## src/rtl/apb_i2c_pkg.sv

```systemverilog
// Purpose: shared register map, bit positions and reset defaults for the APB I2C register block.
// Latency: n/a (constants only).
// Backpressure: n/a.
// Contents: APB byte addresses, CTRL/STATUS bit positions, SCL prescaler reset default.
package apb_i2c_pkg;

  // Register byte addresses (paddr[7:0])
  localparam logic [7:0] ADDR_CTRL     = 8'h00;
  localparam logic [7:0] ADDR_STATUS   = 8'h04;
  localparam logic [7:0] ADDR_TXDATA   = 8'h08;
  localparam logic [7:0] ADDR_RXDATA   = 8'h0C;
  localparam logic [7:0] ADDR_PRESCALE = 8'h10;
  localparam logic [7:0] ADDR_SLVADDR  = 8'h14;

  // CTRL bit positions
  localparam int CTRL_EN    = 0;
  localparam int CTRL_START = 1;
  localparam int CTRL_STOP  = 2;
  localparam int CTRL_RW    = 3;
  localparam int CTRL_ACK   = 4;

  // STATUS bit positions
  localparam int ST_BUSY     = 0;
  localparam int ST_TX_FULL  = 1;
  localparam int ST_TX_EMPTY = 2;
  localparam int ST_RX_FULL  = 3;
  localparam int ST_NACK     = 4;
  localparam int ST_TX_OVF   = 5;
  localparam int ST_RX_OVF   = 6;

  localparam logic [7:0] PRESCALE_RST_DEF = 8'h63;

endpackage

```

## src/rtl/sync_fifo.sv

```systemverilog
// Purpose: generic single-clock FIFO with occupancy count.
// Latency: push visible at dout/empty one cycle after the pushing edge; dout shows the head combinationally.
// Backpressure: push while full is dropped unless a pop happens in the same cycle; pop while empty is ignored.
// Ports: pclk/prst_n (sync active-low), push/din, pop/dout, full, empty, count.
module sync_fifo #(
  parameter int unsigned WIDTH = 8,
  parameter int unsigned DEPTH = 4,
  localparam int unsigned AW = (DEPTH > 1) ? $clog2(DEPTH) : 1
) (
  input  logic             pclk,
  input  logic             prst_n,
  input  logic             push,
  input  logic [WIDTH-1:0] din,
  input  logic             pop,
  output logic [WIDTH-1:0] dout,
  output logic             full,
  output logic             empty,
  output logic [AW:0]      count
);

  localparam logic [AW:0] FULL_CNT = (AW+1)'(DEPTH);

  logic [WIDTH-1:0] mem [DEPTH];
  logic [AW-1:0]    wr_ptr;
  logic [AW-1:0]    rd_ptr;
  logic             do_push;
  logic             do_pop;

  assign empty   = (count == '0);
  assign full    = (count == FULL_CNT);
  assign do_pop  = pop & ~empty;
  // A simultaneous pop frees the slot this push lands in, so a full FIFO still accepts it.
  assign do_push = push & (~full | do_pop);
  assign dout    = mem[rd_ptr];

  always_ff @(posedge pclk) begin
    if (do_push) mem[wr_ptr] <= din;
  end

  always_ff @(posedge pclk) begin
    if (!prst_n) begin
      wr_ptr <= '0;
      rd_ptr <= '0;
      count  <= '0;
    end else begin
      if (do_push) wr_ptr <= wr_ptr + 1'b1;
      if (do_pop)  rd_ptr <= rd_ptr + 1'b1;
      case ({do_push, do_pop})
        2'b10:   count <= count + 1'b1;
        2'b01:   count <= count - 1'b1;
        default: count <= count;
      endcase
    end
  end

endmodule

```

## src/rtl/apb_i2c_slave_regs.sv

```systemverilog
// Purpose: APB register front-end for the I2C master engine (control, status, TX FIFO, RX holding reg).
// Latency: writes take effect one cycle after the access edge; prdata is registered from the current paddr.
// Backpressure: no APB wait states; TX writes to a full FIFO are dropped (tx_ovf), RX overruns overwrite (rx_ovf).
// Ports: APB slave (pclk, prst_n, psel, penable, pwrite, paddr, pwdata, prdata);
//        engine side: cmd_start/cmd_stop pulses, cmd_rw, ack_en, core_en, slv_addr, prescale,
//        tx_data/tx_valid/tx_pop, rx_data/rx_valid, busy, nack.
module apb_i2c_slave_regs
  import apb_i2c_pkg::*;
#(
  parameter int unsigned TX_DEPTH     = 4,
  parameter logic [7:0]  PRESCALE_RST = PRESCALE_RST_DEF
) (
  input  logic        pclk,
  input  logic        prst_n,
  input  logic        psel,
  input  logic        penable,
  input  logic        pwrite,
  input  logic [31:0] paddr,
  input  logic [31:0] pwdata,
  output logic [31:0] prdata,
  output logic        cmd_start,
  output logic        cmd_stop,
  output logic        cmd_rw,
  output logic        ack_en,
  output logic        core_en,
  output logic [6:0]  slv_addr,
  output logic [7:0]  prescale,
  output logic [7:0]  tx_data,
  output logic        tx_valid,
  input  logic        tx_pop,
  input  logic [7:0]  rx_data,
  input  logic        rx_valid,
  input  logic        busy,
  input  logic        nack
);

  localparam int unsigned TX_AW = (TX_DEPTH > 1) ? $clog2(TX_DEPTH) : 1;

  logic [7:0]     addr;
  logic           wr_en;
  logic           rd_en;
  logic           wr_ctrl;
  logic           wr_status;
  logic           wr_tx;
  logic           wr_pre;
  logic           wr_slv;
  logic           rd_rx;

  logic           tx_full;
  logic           tx_empty;
  logic [7:0]     tx_head;
  logic [TX_AW:0] tx_count;

  logic           nack_sticky;
  logic           tx_ovf;
  logic           rx_ovf;
  logic           rx_full;
  logic [7:0]     rx_hold;
  logic           tx_ovf_set;
  logic           rx_ovf_set;
  logic [7:0]     status;
  logic [7:0]     rd_mux;

  // Upper bus bits and FIFO occupancy are deliberately not used by this block.
  logic unused_ok;
  assign unused_ok = ^{paddr[31:8], pwdata[31:8], tx_count};

  // Single-cycle APB: psel and penable arrive together.
  assign addr      = paddr[7:0];
  assign wr_en     = psel & penable & pwrite;
  assign rd_en     = psel & penable & ~pwrite;
  assign wr_ctrl   = wr_en & (addr == ADDR_CTRL);
  assign wr_status = wr_en & (addr == ADDR_STATUS);
  assign wr_tx     = wr_en & (addr == ADDR_TXDATA);
  assign wr_pre    = wr_en & (addr == ADDR_PRESCALE);
  assign wr_slv    = wr_en & (addr == ADDR_SLVADDR);
  assign rd_rx     = rd_en & (addr == ADDR_RXDATA);

  sync_fifo #(
    .WIDTH (8),
    .DEPTH (TX_DEPTH)
  ) u_tx_fifo (
    .pclk   (pclk),
    .prst_n (prst_n),
    .push   (wr_tx),
    .din    (pwdata[7:0]),
    .pop    (tx_pop),
    .dout   (tx_head),
    .full   (tx_full),
    .empty  (tx_empty),
    .count  (tx_count)
  );

  assign tx_valid = ~tx_empty;
  // Stale storage is hidden so tx_data is 0 whenever nothing is queued.
  assign tx_data  = tx_empty ? 8'h00 : tx_head;

  // A full-FIFO write is only lost when no pop frees a slot in the same cycle.
  assign tx_ovf_set = wr_tx & tx_full & ~tx_pop;
  // Reading RXDATA in the same cycle as a new byte is a clean hand-off, not an overrun.
  assign rx_ovf_set = rx_valid & rx_full & ~rd_rx;

  always_comb begin
    status              = 8'h00;
    status[ST_BUSY]     = busy;
    status[ST_TX_FULL]  = tx_full;
    status[ST_TX_EMPTY] = tx_empty;
    status[ST_RX_FULL]  = rx_full;
    status[ST_NACK]     = nack_sticky;
    status[ST_TX_OVF]   = tx_ovf;
    status[ST_RX_OVF]   = rx_ovf;
  end

  always_comb begin
    rd_mux = 8'h00;
    case (addr)
      ADDR_CTRL: begin
        rd_mux[CTRL_EN]  = core_en;
        rd_mux[CTRL_RW]  = cmd_rw;
        rd_mux[CTRL_ACK] = ack_en;
      end
      ADDR_STATUS:   rd_mux = status;
      ADDR_RXDATA:   rd_mux = rx_hold;
      ADDR_PRESCALE: rd_mux = prescale;
      ADDR_SLVADDR:  rd_mux = {1'b0, slv_addr};
      default:       rd_mux = 8'h00;
    endcase
  end

  always_ff @(posedge pclk) begin
    if (!prst_n) begin
      prdata      <= '0;
      cmd_start   <= 1'b0;
      cmd_stop    <= 1'b0;
      cmd_rw      <= 1'b0;
      ack_en      <= 1'b0;
      core_en     <= 1'b0;
      slv_addr    <= '0;
      prescale    <= PRESCALE_RST;
      nack_sticky <= 1'b0;
      tx_ovf      <= 1'b0;
      rx_ovf      <= 1'b0;
      rx_full     <= 1'b0;
      rx_hold     <= '0;
    end else begin
      // prdata tracks paddr every cycle so the master can sample it ahead of the access.
      prdata <= {24'h0, rd_mux};

      // Commands are gated by the enable already in force, not the one being written.
      cmd_start <= wr_ctrl & pwdata[CTRL_START] & core_en & ~busy;
      cmd_stop  <= wr_ctrl & pwdata[CTRL_STOP]  & core_en & ~busy;

      if (wr_ctrl) begin
        core_en <= pwdata[CTRL_EN];
        cmd_rw  <= pwdata[CTRL_RW];
        ack_en  <= pwdata[CTRL_ACK];
      end
      if (wr_pre) prescale <= pwdata[7:0];
      if (wr_slv) slv_addr <= pwdata[6:0];

      // Sticky flags: a set event in the same cycle as a W1C keeps the bit set.
      nack_sticky <= nack       | (nack_sticky & ~(wr_status & pwdata[ST_NACK]));
      tx_ovf      <= tx_ovf_set | (tx_ovf      & ~(wr_status & pwdata[ST_TX_OVF]));
      rx_ovf      <= rx_ovf_set | (rx_ovf      & ~(wr_status & pwdata[ST_RX_OVF]));

      if (rx_valid) begin
        rx_hold <= rx_data;
        rx_full <= 1'b1;
      end else if (rd_rx) begin
        rx_full <= 1'b0;
      end
    end
  end

endmodule

```

## config.mk

```make
export PLATFORM = sky130hd
export DESIGN_NAME = apb_i2c_slave_regs
export DESIGN_NICKNAME = d
export VERILOG_FILES = /design/src/rtl/apb_i2c_pkg.sv /design/src/rtl/sync_fifo.sv /design/src/rtl/apb_i2c_slave_regs.sv
export SDC_FILE = /design/constraint.sdc
export NUM_CORES = 1
export LEC_CHECK = 0
export CORE_MARGIN = 5
export CORE_UTILIZATION = 44
export DETAILED_ROUTE_END_ITERATION = 8
export PLACE_DENSITY = 0.76
export SYNTH_ARGS = -nofsm -noshare
export SYNTH_HDL_FRONTEND = slang
export SYNTH_SLANG_ARGS = --single-unit
```

## constraint.sdc

```tcl
create_clock -name pclk -period 2.5 [get_ports pclk]
set_input_delay 0.5 -clock pclk [delete_from_list [all_inputs] [get_ports pclk]]
set_output_delay 0.5 -clock pclk [all_outputs]
set_load 0.01 [all_outputs]
```

=== Yosys cells after proc, flatten, opt, wreduce, memory -nomap -nowiden ===
Memories as Yosys holds them, arrays and structs flattened. A register that Yosys moved wholly into a read port is not among the register bits.
Cells that the tools add are included.

* Add/subtract/negate cells: 4
* $mul: 0
* Div/mod/pow operators: 0
* Magnitude comparators: 0
* Equal/unequal tests: 8
* Shift operators: 0
* Muxes and demuxes: 12
* Bitwise logic cells: 40
* Reductions and logical operators: 4

{| class="wikitable"
|+ Operators by type and width
! cell !! number
|-
| $and 1x1->1 || 27
|-
| $eq 8x4->1 const B || 2
|-
| $eq 8x5->1 const B || 2
|-
| $pmux 3 s4 || 1
|-
| $pmux 2 s5 || 1
|-
| $not 1->1 || 9
|-
| $eq 8x3->1 const B || 1
|-
| $logic_not 8->1 || 1
|-
| $mux 8 || 1
|-
| $pmux 2 s4 || 1
|-
| $pmux 3 s2 || 1
|-
| $pmux 1 s5 || 1
|-
| $add 2x1->2 const B || 2
|-
| $mux 1 || 4
|-
| $mux 2 || 2
|-
| $or 1x1->1 || 4
|-
| $reduce_bool 2->1 || 2
|-
| $add 3x1->3 const B || 1
|-
| $eq 3x3->1 const B || 1
|-
| $logic_not 3->1 || 1
|-
| $sub 3x1->3 const B || 1
|-
| $eq 2x1->1 const B || 1
|-
| $eq 2x2->1 const B || 1
|}

* Register bits: 71
* Bits in latches: 0
* RAM bits: 32
* Memory bits (read-only): 0
* Word-level logic and storage cells: 86
* Memories kept: 1

{| class="wikitable"
|+ Memories
! memory !! words !! bits a word !! read ports !! clocked after Yosys merged registers in !! write ports !! RTL line !! text
|-
| u_tx_fifo.mem || 4 || 8 || 1 || 1 || 1 || sync_fifo.sv:23 || <nowiki>logic [WIDTH-1:0] mem [DEPTH];</nowiki>
|}

=== Longest topological paths before layout ===
* Depth after elaboration: 7
* Depth in mapped cells: 10
* Depth with buffers taken out: 8

=== Hierarchy ===
A second synthesis with hierarchy kept.

* Cells, all modules: 316
* Area, all modules: 3719.8 µm²

{| class="wikitable"
|+ Modules (own cells, without submodules)
! module !! instances !! cells each !! area each (µm²) !! seq. area each (µm²)
|-
| apb_i2c_slave_regs || 1 || 220 || 2074.5 || 800.8
|-
| sync_fifo || 1 || 96 || 1645.3 || 1141.1
|}

=== Worst setup path before layout ===
No wires, ideal clock.

* Path kind: input to register
* Start point: input pwrite
* End point: register u_tx_fifo.count[2]
* Setup time: 0.092 ns
* Data arrival time: 2.172 ns
* Data required time: 2.408 ns
* Path slack: 0.236 ns
* Stages on the path: 10
* Path buffers: 2
* Cells stage by stage: and3_1 buf_2 buf_2 nand4_1 nand2_1 fa_1 nor3b_1 nand4_1 o31a_1 o32ai_1

* Word-level cells in the longest chain between the ends: 5
* Elaborated cells between the ends (all ways): 7
* Those cells by class: eq/ne (2); mux (1); bitwise (3); reduce/logical (1)

{| class="wikitable"
|+ RTL lines
! item !! RTL line !! text
|-
| from (decl) || apb_i2c_slave_regs.sv:17 || <nowiki>input logic pwrite,</nowiki>
|-
| $and 1x1->1 * || apb_i2c_slave_regs.sv:70 || <nowiki>assign wr_en = psel & penable & pwrite;</nowiki>
|-
| $and 1x1->1 * || apb_i2c_slave_regs.sv:74 || <nowiki>assign wr_tx = wr_en & (addr == ADDR_TXDATA);</nowiki>
|-
| $and 1x1->1 * || sync_fifo.sv:33 || <nowiki>assign do_push = push & (~full | do_pop);</nowiki>
|-
| $eq 2x1->1 or $eq 2x2->1 (tied branches) || sync_fifo.sv:48 || <nowiki>case ({do_push, do_pop})</nowiki>
|-
| $pmux 3 s2 or $reduce_bool 2->1 (tied branches) || n/a ||
|-
| to (signal assigned) || sync_fifo.sv:49 || <nowiki>2'b10: count <= count + 1'b1;</nowiki>
|-
| to (signal assigned) || sync_fifo.sv:50 || <nowiki>2'b01: count <= count - 1'b1;</nowiki>
|-
| to (signal assigned) || sync_fifo.sv:51 || <nowiki>default: count <= count;</nowiki>
|-
| to (decl) || sync_fifo.sv:18 || <nowiki>output logic [AW:0] count</nowiki>
|}

Every way passes the cells marked *; elsewhere a longest branch is shown, timed or not.
A chain may end at the register's enable or synchronous reset.

==> flow_summary.toml <==
[outcome]
status = "finished, final reports clean"

[worst_setup_path]
r2r_slack_ns = 0.36
r2r_start = "u_tx_fifo.count[1]"
cp_slowest_cell = "mux4_2"
required_ns = 2.00
crit_type = "flip-flop to output port"
worstPathBufferInverterCount = 3
reg2reg_to = "u_tx_fifo.count[2]"
crit_family = "buffers and inverters"
cp-start-kind = "flip-flop"
endpoint_kind = "output port"
arrival_ns = 1.86
cp_max_fo = 8
crit_end = "tx_data[0]"
reg2regPathDepth = 8
critPathMaxStageDelay_ns = 0.48
worst-path-stages = 5
crit_chain = "buf_6 > buf_4 > mux4_2 > and2_1 > dlygate4sd2_1"

[place]
place_congestion = 0.936
dp_cells = 513
placed_cell_area_sq_um = 4590
place_hpwl_mm = 6.60
io_buffers = 69

[cts]
cts_root_buf = "clkbuf_8"
htree_levels = 3
clk_pin_slew_worst_paths_ns = 0.09
cts_tree = "built"
clk_latency_ns = 0.35
cts_buffer_depth = 2
cts_sinks = 81
hold_buffers = 0
numCtsBuffers = 9

[cells_and_area]
antenna_cells = 0
stdcell_count = 535
area_delta_synth_final_pct = 30.5
fillers = 692
layout.nets = 511
drive_above_1_share_pct = 16.5
final_common_cell = "clkdlybuf4s50_1"
most-common-layout-cells = "clkdlybuf4s50_1 (61), dfxtp_1 (48), edfxtp_1 (32), buf_4 (30), nor2_1 (27)"
stdcell_area_sq_um = 4860

[logic_synthesis]
ys_seq_elements = 81
ys_warn_count = 0
postSynthAreaPerCell_sq_um = 11.2
yosysSeqAreaShare_pct = 52.2
synth_cell_types = 53
synth_ff_type = "dfxtp_1"
synth_edf_count = 32
syn_inst = 331
synth-async-reset-ratio_pct = 0
syn_area_sq_um = 3720

[global_route]
grt_pass1_vias = 2773
grt.overflow.total = 0
antenna_found_initial = 0
grt_pass1_wl_mm = 14.0
track_usage_pct = 17.5
grt_max_degree = 18

[power]
power_w = 0.00255
cellPowerDensity_nw_per_um2 = 525
peakVddDrop_uv = 390
power.leakage_nw = 1.95

[die]
dieArea_sq_um = 10400
core_sq_um = 8220
die_w_um = 102
dieHeight_um = 102
rows = 33
initial_core_util_pct = 45.3
io_pins = 142

[route]
drtIter0Drc = 117
vias = 2779
drcViolationCount = 0
routedWlPerCell_um = 16.6
viasPerCell = 5.19
wl_mm = 8.87
drt-pass1-iter-count = 5
ant_nets = 0

[sta]
clock.fmax_mhz = 423
max_slew_margin_pct = 63.8
worst_pin_slew_ns = 0.541
finalHoldViolCount = 0
setup_violations = 0
fin_skew_ns = 0.00585
layout_min_cycle_time_ns = 2.36
rsz0062_at_grt = "false"
min_period_over_period_pct = 94.6
drv_slew = 0

[job]
maxCapViolCount = 0

[worst_hold_path]
hold_path_class = "flip-flop to flip-flop"
## stage by stage
| stage | util [%] | hold WS, ns | worst slack [ns] | setup TNS, ns |
|---|---|---|---|---|
| 2_1_floorplan | - | 0.436 | 0.236 | 0 |
| 3_3_place_gp | 55.9 | 0.467 | -0.00471 | -0.0472 |
| 3_5_place_dp | 55.9 | 0.459 | -0.0398 | -1.15 |
| 4_1_cts | 58.5 | 0.476 | 0.000192 | 0 |
| 5_1_grt | 59.1 | 0.491 | 0.0477 | 0 |
| 6_report | 59.1 | 0.480 | 0.135 | 0 |
## synthesized netlist by cell type, types with 2 or more instances
library cell / number / area [sq um]
nor4_1: 2 / 12.5
a21oi_1: 14 / 70.1
buf_2: 6 / 30.0
o21a_1: 4 / 30.0
a22oi_1: 3 / 22.5
o31a_1: 2 / 17.5
mux2i_1: 26 / 260
nand2_1: 16 / 60.1
inv_1: 7 / 26.3
or4_4: 2 / 22.5
nand4_1: 5 / 31.3
buf_6: 3 / 33.8
and3_1: 10 / 62.6
nand3_1: 22 / 110
clkbuf_1: 6 / 22.5
a21boi_0: 2 / 15.0
a31o_2: 2 / 17.5
mux4_2: 8 / 180
and2_1: 11 / 68.8
and4_1: 3 / 26.3
nor2_1: 27 / 101
nor3_1: 5 / 25.0
edfxtp_1: 32 / 961
a31oi_1: 2 / 12.5
buf_1: 3 / 11.3
o21ai_0: 6 / 30.0
dfxtp_1: 49 / 981
ha_1: 4 / 50.1
buf_4: 25 / 188
## flip-flops by register name (all words and copies together), names as in the netlist, 2 cells and up, named ones only
| name | flops |
|---|---|
| u_tx_fifo.mem | 32 |
| prdata | 8 |
| prescale | 8 |
| rx_hold | 8 |
| slv_addr | 7 |
| u_tx_fifo.count | 3 |
| u_tx_fifo.rd_ptr | 2 |
| u_tx_fifo.wr_ptr | 2 |
## cells by family (layout without fill, tap and decap cells)
logic type / Yosys count / after routing / share of synthesized area [%]
XOR/XNOR: 2 / 2 / 0.471
adder cells (fa/ha/maj): 5 / 5 / 1.88
multiplexers: 34 / 34 / 11.8
buffers and inverters: 50 / 126 / 8.38
other: 1 / 24 / 0.101
AND/OR/NAND/NOR: 115 / 115 / 17.4
flip-flops: 81 / 81 / 52.2
AO/OA/AOI/OAI: 43 / 43 / 7.70
## power by group
part / switching, W / internal [W]
registers: 0.00000716 / 0.00138
logic: 0.0000990 / 0.0000861
clock network: 0.000504 / 0.000472
total: 0.000610 / 0.00194
## worst reg2reg max path, stage by stage, from the launching register on
cell,delay (ns)
dfxtp_1,0.45
or3_4,0.19
and2_1,0.18
nand2_1,0.08
fa_1,0.42
nor3b_1,0.23
nand4_1,0.16
a31oi_1,0.21
o32ai_1,0.11
## timing repair
action / CTS / global route
setup endpoints to repair: 8 / 5
buffers inserted: 1 / 5
resized for setup: 5 / 6
## metal layers
metal	share of wire, %	vias to the layer above	wire [um]	track usage, %
met4	0.86	0	76	3.53
li1	-	1340	-	-
met2	49	100	4370	29.1
met5	0	-	0	0
met1	43	1331	3820	22.6
met3	6.7	8	597	5.60
## layout make-up
| cell class | count | area (sq um) | share of cell area (%) |
|---|---|---|---|
| sequential | 81 | 1940 | 40.0 |
| multi-input combinational | 223 | 1560 | 32.1 |
| timing repair buffer | 103 | 996 | 20.5 |
| tap | 105 | 131 | 2.71 |
| clock buffer | 9 | 124 | 2.55 |
| clock inverter | 7 | 77.6 | 1.60 |
| inverter | 7 | 26.3 | 0.541 |
## how the worst min path moves through the flow
stage               startpoint   endpoint  slack [ns]  cells after the start
global route        rx_hold[3]  prdata[3]        0.49                      2
global placement    rx_hold[3]  prdata[3]        0.47                      2
finish              rx_hold[3]  prdata[3]        0.48                      2
detailed placement  rx_hold[3]  prdata[3]        0.46                      2
floorplan           rx_hold[0]  prdata[0]        0.44                      2
CTS                 rx_hold[3]  prdata[3]        0.48                      2
(Power assumes the default switching activity.)
